**config.mk**
```make
export PLATFORM = sky130hd
export DESIGN_NAME = word_receiver_flat
export DESIGN_NICKNAME = d
export VERILOG_FILES = /design/src/rtl/word_pkg.sv /design/src/rtl/word_receiver_if.sv /design/src/rtl/char_fifo.sv /design/src/rtl/word_receiver.sv /design/src/flat_wrapper.sv
export SDC_FILE = /design/constraint.sdc
export NUM_CORES = 1
export LEC_CHECK = 0
export BUFFER_PORTS_ARGS = -buffer_cell sky130_fd_sc_hd__buf_4
export CORE_MARGIN = 5
export CORE_UTILIZATION = 62
export CTS_CLUSTER_DIAMETER = 40
export DETAILED_ROUTE_END_ITERATION = 6
export PLACE_DENSITY = 0.77
export SYNTH_ARGS = -nofsm -noshare
export SYNTH_HDL_FRONTEND = slang
export SYNTH_HIERARCHICAL = 1
export SYNTH_SLANG_ARGS = --single-unit
```
**constraint.sdc**
```tcl
create_clock -name sysclk -period 4.8 [get_ports sysclk]
set_input_delay 0.24 -clock sysclk [delete_from_list [all_inputs] [get_ports sysclk]]
set_output_delay 0.24 -clock sysclk [all_outputs]
set_load 0.02 [all_outputs]
```
**src/rtl/word_pkg.sv**
```systemverilog
// rtl/word_pkg.sv - shared receiver types and serial/ASCII constants
// Purpose: FSM state encoding, frame constants and terminator helper for word_receiver.
// Ports: none (package).
package word_pkg;

  typedef enum logic [2:0] {
    IDLE      = 3'd0,
    START     = 3'd1,
    DATA      = 3'd2,
    PARITY    = 3'd3,
    STOP      = 3'd4,
    WAIT_IDLE = 3'd5
  } rx_state_e;

  localparam int         DATA_BITS = 8;
  localparam logic [7:0] ASCII_CR  = 8'h0D;
  localparam logic [7:0] ASCII_LF  = 8'h0A;

  function automatic logic is_terminator(input logic [7:0] c);
    return (c == ASCII_CR) || (c == ASCII_LF);
  endfunction

endpackage

```
**src/rtl/word_receiver_if.sv**
```systemverilog
// rtl/word_receiver_if.sv - FIFO read side and event pulses of word_receiver
// Purpose: bundles the character read port and per-frame status pulses.
// Ports (signals): rd_en, rd_data[7:0], empty, full, char_valid, frame_err,
//   overflow, word_end, word_len[5:0].
//   master: receiver side (drives data/status, reads rd_en).
//   slave:  consumer side (drives rd_en).
interface word_receiver_if;
  logic       rd_en;
  logic [7:0] rd_data;
  logic       empty;
  logic       full;
  logic       char_valid;
  logic       frame_err;
  logic       overflow;
  logic       word_end;
  logic [5:0] word_len;

  modport master (
    input  rd_en,
    output rd_data, empty, full, char_valid, frame_err, overflow, word_end, word_len
  );

  modport slave (
    output rd_en,
    input  rd_data, empty, full, char_valid, frame_err, overflow, word_end, word_len
  );
endinterface

```
**src/rtl/char_fifo.sv**
```systemverilog
// rtl/char_fifo.sv - synchronous first-word-fall-through character FIFO
// Purpose: 2**DEPTH_LOG2 entry FIFO; push and pop may coincide in any state, incl. full.
// Ports: clk, rst_n (sync, active low), push, push_data[WIDTH-1:0], pop,
//   head[WIDTH-1:0] (zero when empty), full, empty.
module char_fifo #(
  parameter int DEPTH_LOG2 = 4,
  parameter int WIDTH      = 8
) (
  input  logic             clk,
  input  logic             rst_n,
  input  logic             push,
  input  logic [WIDTH-1:0] push_data,
  input  logic             pop,
  output logic [WIDTH-1:0] head,
  output logic             full,
  output logic             empty
);
  localparam int DEPTH = 2 ** DEPTH_LOG2;

  logic [WIDTH-1:0]      mem [DEPTH];
  logic [DEPTH_LOG2-1:0] wr_ptr;
  logic [DEPTH_LOG2-1:0] rd_ptr;
  logic [DEPTH_LOG2:0]   count;
  logic                  do_pop;
  logic                  do_push;

  assign empty   = (count == '0);
  // count never exceeds DEPTH, so its MSB alone marks full
  assign full    = count[DEPTH_LOG2];
  assign do_pop  = pop && !empty;
  // a pop in the same cycle frees the slot a full FIFO needs
  assign do_push = push && (!full || do_pop);
  assign head    = empty ? '0 : mem[rd_ptr];

  always_ff @(posedge clk) begin
    if (do_push) mem[wr_ptr] <= push_data;
  end

  always_ff @(posedge clk) begin
    if (!rst_n) begin
      wr_ptr <= '0;
      rd_ptr <= '0;
      count  <= '0;
    end else begin
      if (do_push) wr_ptr <= wr_ptr + 1'b1;
      if (do_pop)  rd_ptr <= rd_ptr + 1'b1;
      case ({do_push, do_pop})
        2'b10:   count <= count + 1'b1;
        2'b01:   count <= count - 1'b1;
        default: count <= count;
      endcase
    end
  end
endmodule

```
**src/rtl/word_receiver.sv**
```systemverilog
// rtl/word_receiver.sv - serial 8N1 word receiver with character FIFO
// Purpose: recovers LSB-first serial frames from rx, buffers characters, flags
//   CR/LF word terminators and tracks the current word length.
// Ports: sysclk, rst_n (sync, active low), rx (async serial, idle high),
//   bus (word_receiver_if.master: rd_en in; rd_data, empty, full, char_valid,
//   frame_err, overflow, word_end, word_len out).
// Option: RX_PARITY_EN selects 8E1 framing with even-parity checking.
module word_receiver
  import word_pkg::*;
#(
  parameter int CLKS_PER_BIT = 10417,
  parameter int DEPTH_LOG2   = 4
) (
  input  logic            sysclk,
  input  logic            rst_n,
  input  logic            rx,
  word_receiver_if.master bus
);
  localparam int             CW        = $clog2(CLKS_PER_BIT) + 1;
  localparam logic [CW-1:0]  BIT_LAST  = CW'(CLKS_PER_BIT - 1);
  localparam logic [CW-1:0]  HALF_LAST = CW'(CLKS_PER_BIT / 2 - 1);
  localparam logic [2:0]     LAST_BIT  = 3'(DATA_BITS - 1);

  localparam logic [2:0] ST_IDLE      = IDLE;
  localparam logic [2:0] ST_START     = START;
  localparam logic [2:0] ST_DATA      = DATA;
  localparam logic [2:0] ST_STOP      = STOP;
  localparam logic [2:0] ST_WAIT_IDLE = WAIT_IDLE;
`ifdef RX_PARITY_EN
  localparam logic [2:0] ST_PARITY    = PARITY;
`endif

  logic          sync1;
  logic          sync2;
  logic [2:0]    state;
  logic [CW-1:0] cnt;
  logic [2:0]    bit_idx;
  logic [7:0]    shreg;
  logic          cmt;
  logic          par_bad;
  logic          bit_tick;
  logic          half_tick;

  logic          is_term;
  logic          fifo_full;
  logic          fifo_empty;
  logic          pop_req;
  logic          push_ok;

  logic          char_valid_r;
  logic          frame_err_r;
  logic          overflow_r;
  logic          word_end_r;
  logic [5:0]    word_len_r;

  assign bit_tick  = (cnt == BIT_LAST);
  assign half_tick = (cnt == HALF_LAST);

`ifdef RX_PARITY_EN
  logic par_bit;
  assign par_bad = (^shreg) ^ par_bit;
`else
  assign par_bad = 1'b0;
`endif

  // Synchronizer, bit timer and frame FSM
  always_ff @(posedge sysclk) begin
    if (!rst_n) begin
      sync1       <= 1'b1;
      sync2       <= 1'b1;
      state       <= ST_IDLE;
      cnt         <= '0;
      bit_idx     <= '0;
      shreg       <= '0;
      cmt         <= 1'b0;
      frame_err_r <= 1'b0;
`ifdef RX_PARITY_EN
      par_bit     <= 1'b0;
`endif
    end else begin
      sync1       <= rx;
      sync2       <= sync1;
      cmt         <= 1'b0;
      frame_err_r <= 1'b0;
      case (state)
        ST_IDLE: begin
          cnt <= '0;
          if (!sync2) state <= ST_START;
        end
        ST_START: begin
          if (half_tick) begin
            cnt     <= '0;
            bit_idx <= '0;
            // line back high at mid-start means a glitch, not a frame
            state   <= sync2 ? ST_IDLE : ST_DATA;
          end else begin
            cnt <= cnt + 1'b1;
          end
        end
        ST_DATA: begin
          if (bit_tick) begin
            cnt   <= '0;
            shreg <= {sync2, shreg[7:1]};
            if (bit_idx == LAST_BIT) begin
`ifdef RX_PARITY_EN
              state <= ST_PARITY;
`else
              state <= ST_STOP;
`endif
            end else begin
              bit_idx <= bit_idx + 1'b1;
            end
          end else begin
            cnt <= cnt + 1'b1;
          end
        end
`ifdef RX_PARITY_EN
        ST_PARITY: begin
          if (bit_tick) begin
            cnt     <= '0;
            par_bit <= sync2;
            state   <= ST_STOP;
          end else begin
            cnt <= cnt + 1'b1;
          end
        end
`endif
        ST_STOP: begin
          if (bit_tick) begin
            cnt <= '0;
            if (!sync2) begin
              frame_err_r <= 1'b1;
              state       <= ST_WAIT_IDLE;
            end else begin
              frame_err_r <= par_bad;
              cmt         <= !par_bad;
              state       <= ST_IDLE;
            end
          end else begin
            cnt <= cnt + 1'b1;
          end
        end
        ST_WAIT_IDLE: begin
          // a held-low line (break) must not look like a new start bit
          if (sync2) state <= ST_IDLE;
        end
        default: state <= ST_IDLE;
      endcase
    end
  end

  // Commit: the cycle after a good stop bit, shreg still holds the byte
  assign is_term = is_terminator(shreg);
  assign pop_req = bus.rd_en && !fifo_empty;
  assign push_ok = cmt && !is_term && (!fifo_full || pop_req);

  always_ff @(posedge sysclk) begin
    if (!rst_n) begin
      char_valid_r <= 1'b0;
      overflow_r   <= 1'b0;
      word_end_r   <= 1'b0;
      word_len_r   <= '0;
    end else begin
      char_valid_r <= push_ok;
      overflow_r   <= cmt && !is_term && fifo_full && !pop_req;
      word_end_r   <= cmt && is_term;
      // word_len holds the final count during the word_end cycle, then clears
      if (word_end_r) begin
        word_len_r <= '0;
      end else if (push_ok && (word_len_r != 6'd63)) begin
        word_len_r <= word_len_r + 1'b1;
      end
    end
  end

  char_fifo #(
    .DEPTH_LOG2 (DEPTH_LOG2),
    .WIDTH      (8)
  ) u_fifo (
    .clk       (sysclk),
    .rst_n     (rst_n),
    .push      (push_ok),
    .push_data (shreg),
    .pop       (bus.rd_en),
    .head      (bus.rd_data),
    .full      (fifo_full),
    .empty     (fifo_empty)
  );

  assign bus.empty      = fifo_empty;
  assign bus.full       = fifo_full;
  assign bus.char_valid = char_valid_r;
  assign bus.frame_err  = frame_err_r;
  assign bus.overflow   = overflow_r;
  assign bus.word_end   = word_end_r;
  assign bus.word_len   = word_len_r;
endmodule

```
**src/flat_wrapper.sv**
```systemverilog
// flat-port wrapper written by rule: the top's interface ports become plain ports
module word_receiver_flat import word_pkg::*;
#(
  parameter int CLKS_PER_BIT = 10417,
  parameter int DEPTH_LOG2   = 4
)
  (sysclk, rst_n, rx, bus_rd_en, bus_rd_data, bus_empty, bus_full, bus_char_valid, bus_frame_err, bus_overflow, bus_word_end, bus_word_len);
  word_receiver_if bus_i ();
  input  logic sysclk;
  input  logic rst_n;
  input  logic rx;
  input wire logic [$bits(bus_i.rd_en)-1:0] bus_rd_en;
  output wire logic [$bits(bus_i.rd_data)-1:0] bus_rd_data;
  output wire logic [$bits(bus_i.empty)-1:0] bus_empty;
  output wire logic [$bits(bus_i.full)-1:0] bus_full;
  output wire logic [$bits(bus_i.char_valid)-1:0] bus_char_valid;
  output wire logic [$bits(bus_i.frame_err)-1:0] bus_frame_err;
  output wire logic [$bits(bus_i.overflow)-1:0] bus_overflow;
  output wire logic [$bits(bus_i.word_end)-1:0] bus_word_end;
  output wire logic [$bits(bus_i.word_len)-1:0] bus_word_len;
  assign bus_i.rd_en = bus_rd_en;
  assign bus_rd_data = bus_i.rd_data;
  assign bus_empty = bus_i.empty;
  assign bus_full = bus_i.full;
  assign bus_char_valid = bus_i.char_valid;
  assign bus_frame_err = bus_i.frame_err;
  assign bus_overflow = bus_i.overflow;
  assign bus_word_end = bus_i.word_end;
  assign bus_word_len = bus_i.word_len;
  word_receiver #(.CLKS_PER_BIT(CLKS_PER_BIT), .DEPTH_LOG2(DEPTH_LOG2)) u_core (.sysclk(sysclk), .rst_n(rst_n), .rx(rx), .bus(bus_i));
endmodule
```
# ---- After elaboration in Yosys (flattened, before gate mapping)
# Memories as Yosys holds them, arrays and structs flattened. A register that Yosys moved wholly into a read port is not among the register bits.
# Index checks and enable logic that the tools add are counted.
dict set report totals {
  mem_bits_rw 128
  regBits 55
  word_cells 92
  memories 1
}
# memory words width read_ports rd_clocked_by_memory_dff wr line_no
set mem_list {}
lappend mem_list {u_core.u_fifo.mem 16 8 1 1 1 char_fifo.sv:20} ;# logic [WIDTH-1:0] mem [DEPTH];
dict set report classes {
  n_eq_ne 19
  n_reduce_logical 25
  mux 24
  addsub 7
  bitwise 1
}
# operator count
set ops {}
lappend ops {{15-bit one-hot mux with 3 select lines} 1}
lappend ops {{15-bit 2-to-1 mux} 2}
lappend ops {{3-bit 2-to-1 mux} 10}
lappend ops {{8-bit by 4-bit == test with 1-bit output, second input constant} 2}
lappend ops {{15-bit by 1-bit adder with 15-bit output, second input constant} 1}
lappend ops {{15-bit by 13-bit == test with 1-bit output, second input constant} 1}
lappend ops {{15-bit by 14-bit == test with 1-bit output, second input constant} 1}
lappend ops {{3-bit one-hot mux with 5 select lines} 1}
lappend ops {{2-bit by 1-bit != test with 1-bit output, second input constant} 5}
lappend ops {{5-bit one-hot mux with 2 select lines} 1}
lappend ops {{3-bit == test, second input constant} 3}
lappend ops {{4-bit by 1-bit adder with 4-bit output, second input constant} 2}
lappend ops {{1-bit logical AND} 8}
lappend ops {{4-bit 2-to-1 mux} 2}
lappend ops {{8-bit 2-to-1 mux} 1}
lappend ops {{6-bit by 1-bit adder with 6-bit output, second input constant} 1}
lappend ops {{6-bit != test, second input constant} 1}
lappend ops {{3-bit one-hot mux with 2 select lines} 1}
lappend ops {{6-bit AND reduction} 1}
lappend ops {{5-bit by 1-bit adder with 5-bit output, second input constant} 1}
lappend ops {{5-bit logical NOT} 1}
lappend ops {{5-bit by 1-bit subtractor with 5-bit output, second input constant} 1}
lappend ops {{1-bit logical NOT} 4}
lappend ops {{1-bit 2-to-1 mux} 4}
lappend ops {{other kinds (16)} 20}

# ---- Depth between registers and ports, before layout
# Gate-level depths: netlist (run 1).
dict set report logic_depth {
  depth_word 8
  mapped_depth 17
  mapped_depth_nobuf 15
}

# ---- Modules after synthesis
# The synthesis (run 1) kept the hierarchy.
# mod cells_per_inst n_inst area_each_um2 seq_area_each_um2
set modules_own_cells {}
lappend modules_own_cells {char_fifo 319 1 5848.1 4184.0}
lappend modules_own_cells {word_receiver 241 1 2113.3 840.8}

# ---- Worst setup path before layout (run 1)
# Ideal clock, no wire load.
dict set report synth_path {
  kind {reg-to-reg}
  start {register u_core.u_fifo.count[4]}
  end {register u_core.u_fifo.count[2]}
  setup_slack_ps 1190
  stages_incl_launch_ff 17
  path_buffers 1
  arrival_time_ps 3550
  path_cell_list {dfxtp_1 > nor3_1 > nand2_1 > inv_1 > nand2b_1 > a21boi_0 > and2_1 > a21boi_2 > inv_1 > ha_1 > clkbuf_1 > xor2_1 > ha_1 > a21oi_1 > xor2_1 > or4b_1 > nand2_1}
}
dict set report synth_via {
  elab_chain_len 8
  word_cells_on_any_way 11
}
# item line_no
set synth_rtl {}
lappend synth_rtl {{start: declaration} char_fifo.sv:23} ;# logic [DEPTH_LOG2:0] count;
lappend synth_rtl {{start signal: assignment} char_fifo.sv:48} ;# 2'b10: count <= count + 1'b1;
lappend synth_rtl {{start signal: assignment} char_fifo.sv:49} ;# 2'b01: count <= count - 1'b1;
lappend synth_rtl {{start signal: assignment} char_fifo.sv:50} ;# default: count <= count;
lappend synth_rtl {{5-bit logical NOT (*)} char_fifo.sv:27} ;# assign empty = (count == '0);
lappend synth_rtl {{named net bus_empty} flat_wrapper.sv:14} ;# output wire logic [$bits(bus_i.empty)-1:0] bus_empty;
lappend synth_rtl {{1-bit logical NOT (*)} word_receiver.sv:154} ;# assign pop_req = bus.rd_en && !fifo_empty;
lappend synth_rtl {{1-bit logical AND (*)} word_receiver.sv:154}
lappend synth_rtl {{1-bit logical OR (*)} word_receiver.sv:155} ;# assign push_ok = cmt && !is_term && (!fifo_full || pop_req);
lappend synth_rtl {{1-bit logical AND (*)} word_receiver.sv:155}
lappend synth_rtl {{named net u_core.push_ok} word_receiver.sv:48} ;# logic push_ok;
lappend synth_rtl {{1-bit logical AND (*)} char_fifo.sv:32} ;# assign do_push = push && (!full || do_pop);
lappend synth_rtl {{2-bit by 1-bit == test with 1-bit output / 2-bit == test (equally long branches)} char_fifo.sv:47} ;# case ({do_push, do_pop})
lappend synth_rtl {{5-bit one-hot mux with 2 select lines / 2-bit nonzero test (equally long branches)} --}
# Mark *: on every way through the listed nets, which the timed path passes. The rest lies on a longest branch.
# A chain may end at the register's enable or synchronous reset.

# ---- Worst setup path in the final report (run 1)
dict set report layout_path {
  start {register u_core.u_fifo.count[4]}
  end {register u_core.u_fifo.count[4]}
}
dict set report layout_via {
  elab_chain_len 8
  word_cells_on_any_way 13
}
# item line_no
set layout_rtl {}
lappend layout_rtl {{5-bit logical NOT} char_fifo.sv:27}
lappend layout_rtl {{1-bit logical NOT} word_receiver.sv:154}
lappend layout_rtl {{1-bit logical AND} word_receiver.sv:154}
lappend layout_rtl {{1-bit logical OR (*)} word_receiver.sv:155}
lappend layout_rtl {{1-bit logical AND (*)} word_receiver.sv:155}
lappend layout_rtl {{named net u_core.push_ok} word_receiver.sv:48}
lappend layout_rtl {{1-bit logical AND (*)} char_fifo.sv:32}
lappend layout_rtl {{2-bit by 1-bit == test with 1-bit output / 2-bit == test (equally long branches)} char_fifo.sv:47}
lappend layout_rtl {{5-bit one-hot mux with 2 select lines / 2-bit nonzero test (equally long branches)} --}
# Marked as above.

==> metrics.csv, run 1 <==
metric;value;unit
max_stage_delay;480;ps
slew_headroom;28.3;%
clk_pin_slew_worst_paths;60;ps
status;completed;
synth_area;7960;um^2
worst_clock_skew;9.28;ps
ios;24;
die_x;123;um
drc;0;
antenna_left;0;
wl_per_cell;20.4;um
port_buffers;23;
fin_util;70.5;%
htree_levels;4;
syn_inst;560;
area_delta_synth_final;11.8;%
yosysWarnings;6;
clkSinkCount;187;
grt_pass1_wl;25.1;mm
top_usage_layer;met2;
hpwlAfterDp;10.2;mm
hold_viol_final;0;
core_area;12600;um^2
setup_viol;0;
layout-drive-gt1-share;19.0;%
ys_ff_latch;187;
tightestPinTransition;1070;ps
critPathRequiredTime;5160;ps
rows;41;
final_area;8900;um^2
grt_pass1_vias;4673;
drt-initial-drc-count;447;
ys_async_sr_fraction;0;%
cap_violations;0;
synth.area.top_cells;edfxtp_1 (48%), dfxtp_1 (15%), mux4_2 (9.1%), mux2i_1 (3.6%), ha_1 (2.0%);
syn-num-nets;577;
final_nets;603;
cp_slowest_cell;a21boi_0;
dr.pass1.iters;5;
power_density;356;nW/um^2
grt_max_degree;46;
routed_wl;15.7;mm
ys_seq_area_share;63.1;%
critPathKind;reg -> reg;
rsz0062_at_grt;no;
antenna_found_initial;0;
synth_flop_cell;edfxtp_1;
placed_area;8300;um^2
clockBufferDepth;2;
path_cells;nor3_1, nand2_1, inv_1, nand2b_1, a21boi_0, and2_1, a21boi_2, inv_1, ha_1, ha_1, a31o_1, a22o_1, nor4_2, mux2i_1;
grt_usage;22.5;%
fin_crit;3950;ps
period_share;82.2;%
root_buffer;clkbuf_16;
final.setup.tns;0;ps
insertion_delay;430;ps
leakagePower;2.93;nW
vias;4689;
crit_fanout;9;
synth_edf_count;128;
grt_util_met3;5.72;%
place.gp.congestion;0.849;
start_util;63.1;%
cts_tree;built;
grtUsageMet2;38.5;%
diodes;0;
end_kind;flip-flop;
yosys.cell_types.count;60;
via_per_inst;6.08;
hold_class;in -> reg;
vdd_ir_drop_max;260;uV
overflow;0;
fmax;253;MHz
die-area;15200;um^2
worst_ep_arrival_time;4300;ps
cts_resized;0;
dieHeight;123;um
gr-usage-met1;28.3;%
startpoint_type;flip-flop;
cts-buffers-inserted;17;
yosys.area.top_type;edfxtp_1;
yosysTopAreaCellShare;48.3;%
maxSlewViolCount;0;
synth_area_per_cell;14.2;um^2
cts_setup_buffers;0;
==> cells in the mapped netlist (all sizes together), types with 4 or more instances <==
| cell | n |
|---|---|
| and3 | 5 |
| o21ai | 7 |
| o211ai | 5 |
| nor3 | 11 |
| ha | 13 |
| nand3 | 20 |
| nor3b | 5 |
| inv | 14 |
| nand2b | 9 |
| nand4 | 9 |
| a31oi | 4 |
| dfxtp | 59 |
| nand4b | 5 |
| nand2 | 38 |
| clkbuf | 17 |
| xor2 | 5 |
| or3 | 4 |
| a21boi | 7 |
| mux2i | 29 |
| or3b | 5 |
| and2 | 10 |
| o22ai | 10 |
| o311ai | 4 |
| buf | 12 |
| xnor2 | 6 |
| edfxtp | 128 |
| mux4 | 32 |
| a21oi | 10 |
| nor2 | 40 |
==> per-layer routing <==
layer  wire length, um  vias to the layer above
met5                 0                        -
met4               276                        0
met3               880                       23
met2              8000                      138
met1              6580                     2322
li1                  -                     2206
==> final timing paths <==
check                                 startpoint                                   end  slack, ps  cells after the start
max reg2reg  u_core/u_fifo/count[4]$_SDFFE_PN0P_   u_core/u_fifo/count[4]$_SDFFE_PN0P_        850                     14
max          u_core/u_fifo/count[4]$_SDFFE_PN0P_   u_core/u_fifo/count[4]$_SDFFE_PN0P_        850                     14
min reg2reg              u_core/sync1$_SDFF_PN1_               u_core/sync2$_SDFF_PN1_        420                      1
min                                    bus_rd_en  u_core/u_fifo/rd_ptr[1]$_SDFFE_PN0P_        170                      3
==> stage by stage <==
step | hold WS (ps) | setup WS (ps) | instances | power [mW]
CTS | 154 | 864 | 771 | 3.18
global route | 194 | 445 | 771 | 3.27
finish | 173 | 853 | 771 | 3.17
detailed placement | 413 | 945 | 738 | 1.80
floorplan | 341 | 1190 | 560 | 1.78
global placement | 399 | 1140 | 738 | 1.79
==> cell families (layout without fill, tap and decap cells) <==
kind of cell             count (synthesis)  count (layout)  synth area share (%)
buffers and inverters                   43              82                  2.47
flip-flops                             187             187                  63.1
multiplexers                            62              62                  12.8
adder cells (fa/ha/maj)                 13              13                  2.04
AND/OR/NAND/NOR                        180             180                  12.5
AO/OA/AOI/OAI                           64              64                  5.83
XOR/XNOR                                11              11                  1.21
==> registers in the layout, indices dropped and copies added (netlist names), named ones only <==
signal                 flops
u_core/u_fifo/mem        128
u_core/cnt                15
u_core/shreg               8
u_core/bus.word_len        6
u_core/u_fifo/count        5
u_core/u_fifo/rd_ptr       4
u_core/u_fifo/wr_ptr       4
u_core/bit_idx             3
u_core/state               3
u_core/bus.char_valid      1
u_core/bus.frame_err       1
u_core/bus.overflow        1
u_core/bus.word_end        1
u_core/cmt                 1
u_core/sync1               1
u_core/sync2               1
==> where the power goes <==
group	switching, mW	total (mW)	internal (mW)
Sequential	0.00546	1.71	1.70
Combinational	0.0318	0.0521	0.0203
Clock	0.587	1.41	0.822
Total	0.624	3.17	2.55
==> layout by cell type, fill, tap and decap left out, types with 3 or more instances in the layout <==
cell type and instances:
o21ai_0 7, dfxtp_1 58, a22o_1 3, nand3b_1 3, buf_4 35, bufinv_16 3, and3_1 5, or3b_2 5
or2_2 3, nand2_1 38, nand4b_1 5, a21oi_1 10, o211ai_1 5, nor3b_1 5, a31oi_1 4, nand3_1 20
nor3_1 11, mux2i_1 29, nor2_1 39, nand4_1 9, o22ai_1 10, edfxtp_1 128, mux4_2 32, ha_1 13
nand2b_1 9, and2_1 10, clkbuf_16 17, a21o_1 3, inv_6 4, xor2_1 5, or3_1 4, o311ai_0 4
inv_1 14, a21boi_0 6, xnor2_1 6
==> critical path: cells and delay by family, from the launching register on <==
kind            cells  cell delay, ps
mux                 1             210
compound gates      4            1340
simple gates        5            1010
flops               1             440
buf+inv             2             180
fa+ha+maj           2             700
==> final cells by class <==
class / instances / area, um^2
Clock inverter: 13 / 163
Sequential cell: 187 / 5030
Timing Repair Buffer: 36 / 273
Inverter: 14 / 52.6
Fill cell: 845 / 3720
Multi-Input combinational cell: 330 / 2740
Clock buffer: 19 / 433
Tap cell: 172 / 215
==> timing repair <==
item                                    4_1_cts  5_1_grt
endpoints found under the setup margin        0        0
hold buffers                                  1        0
hold endpoints to repair                      1        0
Note: power is estimated with default switching activity, not from simulation.
==> run 2, diff against run 1 <==
- clock period: 4.8 -> 4.1 ns (I/O delays scaled with it)
==> run 2 against run 1 <==
Routed wire length fell by 0.31%. Worst setup slack worse by 410 ps. Combinational power rose by 18%. Flip-flop and latch count stayed put. Non-clock buffer count increased by 3. Clock power rose by 5%. Global-route usage is 0.19 points lower. Clock-buffer cell count did not move. Die area unchanged. Fmax rose by 7.9%. Power up 12%. First-iteration DRC count is 9.6% lower. Critical endpoint unchanged. Highest routed layer unchanged.
==> metrics.csv, run 2 (synthesis results as in run 1) <==
metric;value;unit;change
status;completed;;
path_cells;nor3_1, nand2_1, inv_1, nand2b_1, a21boi_0, buf_4, and2_1, a21boi_2, inv_1, ha_1, ha_1, a31o_1, a22o_1, nor4_2, mux2i_1;;
rr_endpoint;u_core/u_fifo/count[4]$_SDFFE_PN0P_;;
insertion_delay;430;ps;about the same
start_util;63.1;%;unchanged
worst_ep_arrival_time;4010;ps;-290 ps
critPathTopFamily;compound AO/OA/AOI/OAI gates;;
drc;0;;unchanged
placed_cells;741;;+0.41%
end_kind;flip-flop;;
leakagePower;2.91;nW;-0.60%
reg_top3;u_core/u_fifo/mem: 128 flops, u_core/cnt: 15 flops, u_core/shreg: 8 flops;;
drt-initial-drc-count;404;;-9.6%
overflow;0;;unchanged
regMostFlops;u_core/u_fifo/mem;;
largest_reg_flops;128;;unchanged
hpwlAfterDp;10.2;mm;-0.24%
diodes;0;;unchanged
tightestPinTransition;1270;ps;+194 ps
ios;24;;unchanged
final.setup.tns;0;ps;unchanged
hold_start;bus_rd_en;;
fin_util;70.2;%;-0.31 points
crit_fanout;9;;unchanged
layout_commonest_cell;edfxtp_1;;
root_buffer;clkbuf_16;;
maxSlewViolCount;0;;unchanged
rr_worst_depth;15;;+1
clk_pin_slew_worst_paths;70;ps;about the same
rows;41;;unchanged
grtUsageMet2;36.6;%;-1.9 points
htree_levels;4;;unchanged
layout-drive-gt1-share;18.9;%;-0.095 points
die-area;15200;um^2;unchanged
die_x;123;um;unchanged
place.gp.congestion;0.837;;-1.4%
grt_max_degree;46;;unchanged
area_delta_synth_final;11.3;%;
period_share;89.2;%;+7.0 points
cts_resized;0;;unchanged
fmax;273;MHz;+7.9%
vdd_ir_drop_max;250;uV;-3.7%
antenna_found_initial;0;;unchanged
top_usage_layer;met2;;
layout_common_cells;edfxtp_1 (128), dfxtp_1 (58), nor2_1 (39);;
hold_class;in -> reg;;
hold_viol_final;0;;unchanged
r2r_start;u_core/u_fifo/count[4]$_SDFFE_PN0P_;;
critPathBufInv;3;;+1
grt_pass1_vias;4549;;-2.7%
crit_path_start;u_core/u_fifo/count[4]$_SDFFE_PN0P_;;
via_per_inst;6.11;;+0.42%
clockBufferDepth;2;;unchanged
grt_pass1_wl;24.7;mm;-1.5%
wl_per_cell;20.3;um;-0.70%
gr-usage-met1;29.6;%;+1.3 points
holdPathStages;3;;unchanged
grt_util_met3;4.71;%;-1.0 points
final_cells;774;;+0.39%
port_buffers;23;;unchanged
min_to;u_core/u_fifo/rd_ptr[1]$_SDFFE_PN0P_;;
power_density;400;nW/um^2;+12%
routed_wl;15.7;mm;-0.31%
setup_viol;0;;unchanged
startpoint_type;flip-flop;;
critPathRequiredTime;4450;ps;-710 ps
cts_setup_buffers;0;;unchanged
vias;4727;;+0.81%
fin_crit;3660;ps;-289 ps
dr.pass1.iters;5;;unchanged
grt_usage;22.3;%;-0.19 points
worst_clock_skew;10.9;ps;+1.61 ps
max_stage_delay;450;ps;-30 ps
r2r_slack;440;ps;-410 ps
cp_slowest_cell;dfxtp_1;;
rsz0062_at_grt;no;;
n_fill_cell;866;;+2.5%
final_nets;606;;+0.50%
cts_tree;built;;
dieHeight;123;um;unchanged
hold_buffers;1;;unchanged
clkSinkCount;187;;unchanged
cts-buffers-inserted;17;;unchanged
core_area;12600;um^2;unchanged
critPathKind;reg -> reg;;
antenna_left;0;;unchanged
cap_violations;0;;unchanged
slew_headroom;14.9;%;-13 points
==> run 2: where the power goes <==
part	internal (mW)	switching, mW
Combinational	0.0236	0.0380
Clock	0.827	0.657
Sequential	1.99	0.00683
==> run 2: layout make-up <==
cell class                      instances  area (um^2)  area share, %
Clock buffer                           19          433           4.88
Clock inverter                         13          101           1.14
Inverter                               14         52.6          0.593
Multi-Input combinational cell        330         2740           30.9
Sequential cell                       187         5030           56.7
Tap cell                              172          215           2.43
Timing Repair Buffer                   39          295           3.33
==> run 2: layer usage <==
metal,routed length [um],vias to the layer above
met4,349,0
met1,6300,2319
met3,1070,27
met2,7970,178
met5,0,-
li1,-,2203
==> run 2: worst max-delay path by stage <==
stage,to,slack [ps],cells after the start
floorplan,u_core/u_fifo/count[2]$_SDFFE_PN0P_,490,16
global placement,u_core/u_fifo/count[4]$_SDFFE_PN0P_,610,15
detailed placement,u_core/u_fifo/count[4]$_SDFFE_PN0P_,500,15
CTS,u_core/u_fifo/count[4]$_SDFFE_PN0P_,460,15
global route,u_core/u_fifo/count[4]$_SDFFE_PN0P_,110,15
finish,u_core/u_fifo/count[4]$_SDFFE_PN0P_,440,15
==> run 2: worst register-to-register path, cell delays in order (launching register included) <==
cell and delay [ps]:
dfxtp_1 450, nor3_1 90, nand2_1 160, inv_1 70, nand2b_1 150, a21boi_0 170
buf_4 150, and2_1 220, a21boi_2 370, inv_1 110, ha_1 320, ha_1 390
a31o_1 230, a22o_1 230, nor4_2 280, mux2i_1 210
==> run 2: per-stage QoR <==
stage | hold slack [ps] | total power [mW] | setup slack [ps] | instance area, um^2
after CTS | 123 | 3.57 | 460 | 8860
after floorplan | 306 | 2.09 | 490 | 7960
after detailed placement | 395 | 2.10 | 497 | 8320
final | 139 | 3.55 | 442 | 8860
after global placement | 391 | 2.10 | 615 | 8320
after global routing | 152 | 3.67 | 108 | 8860
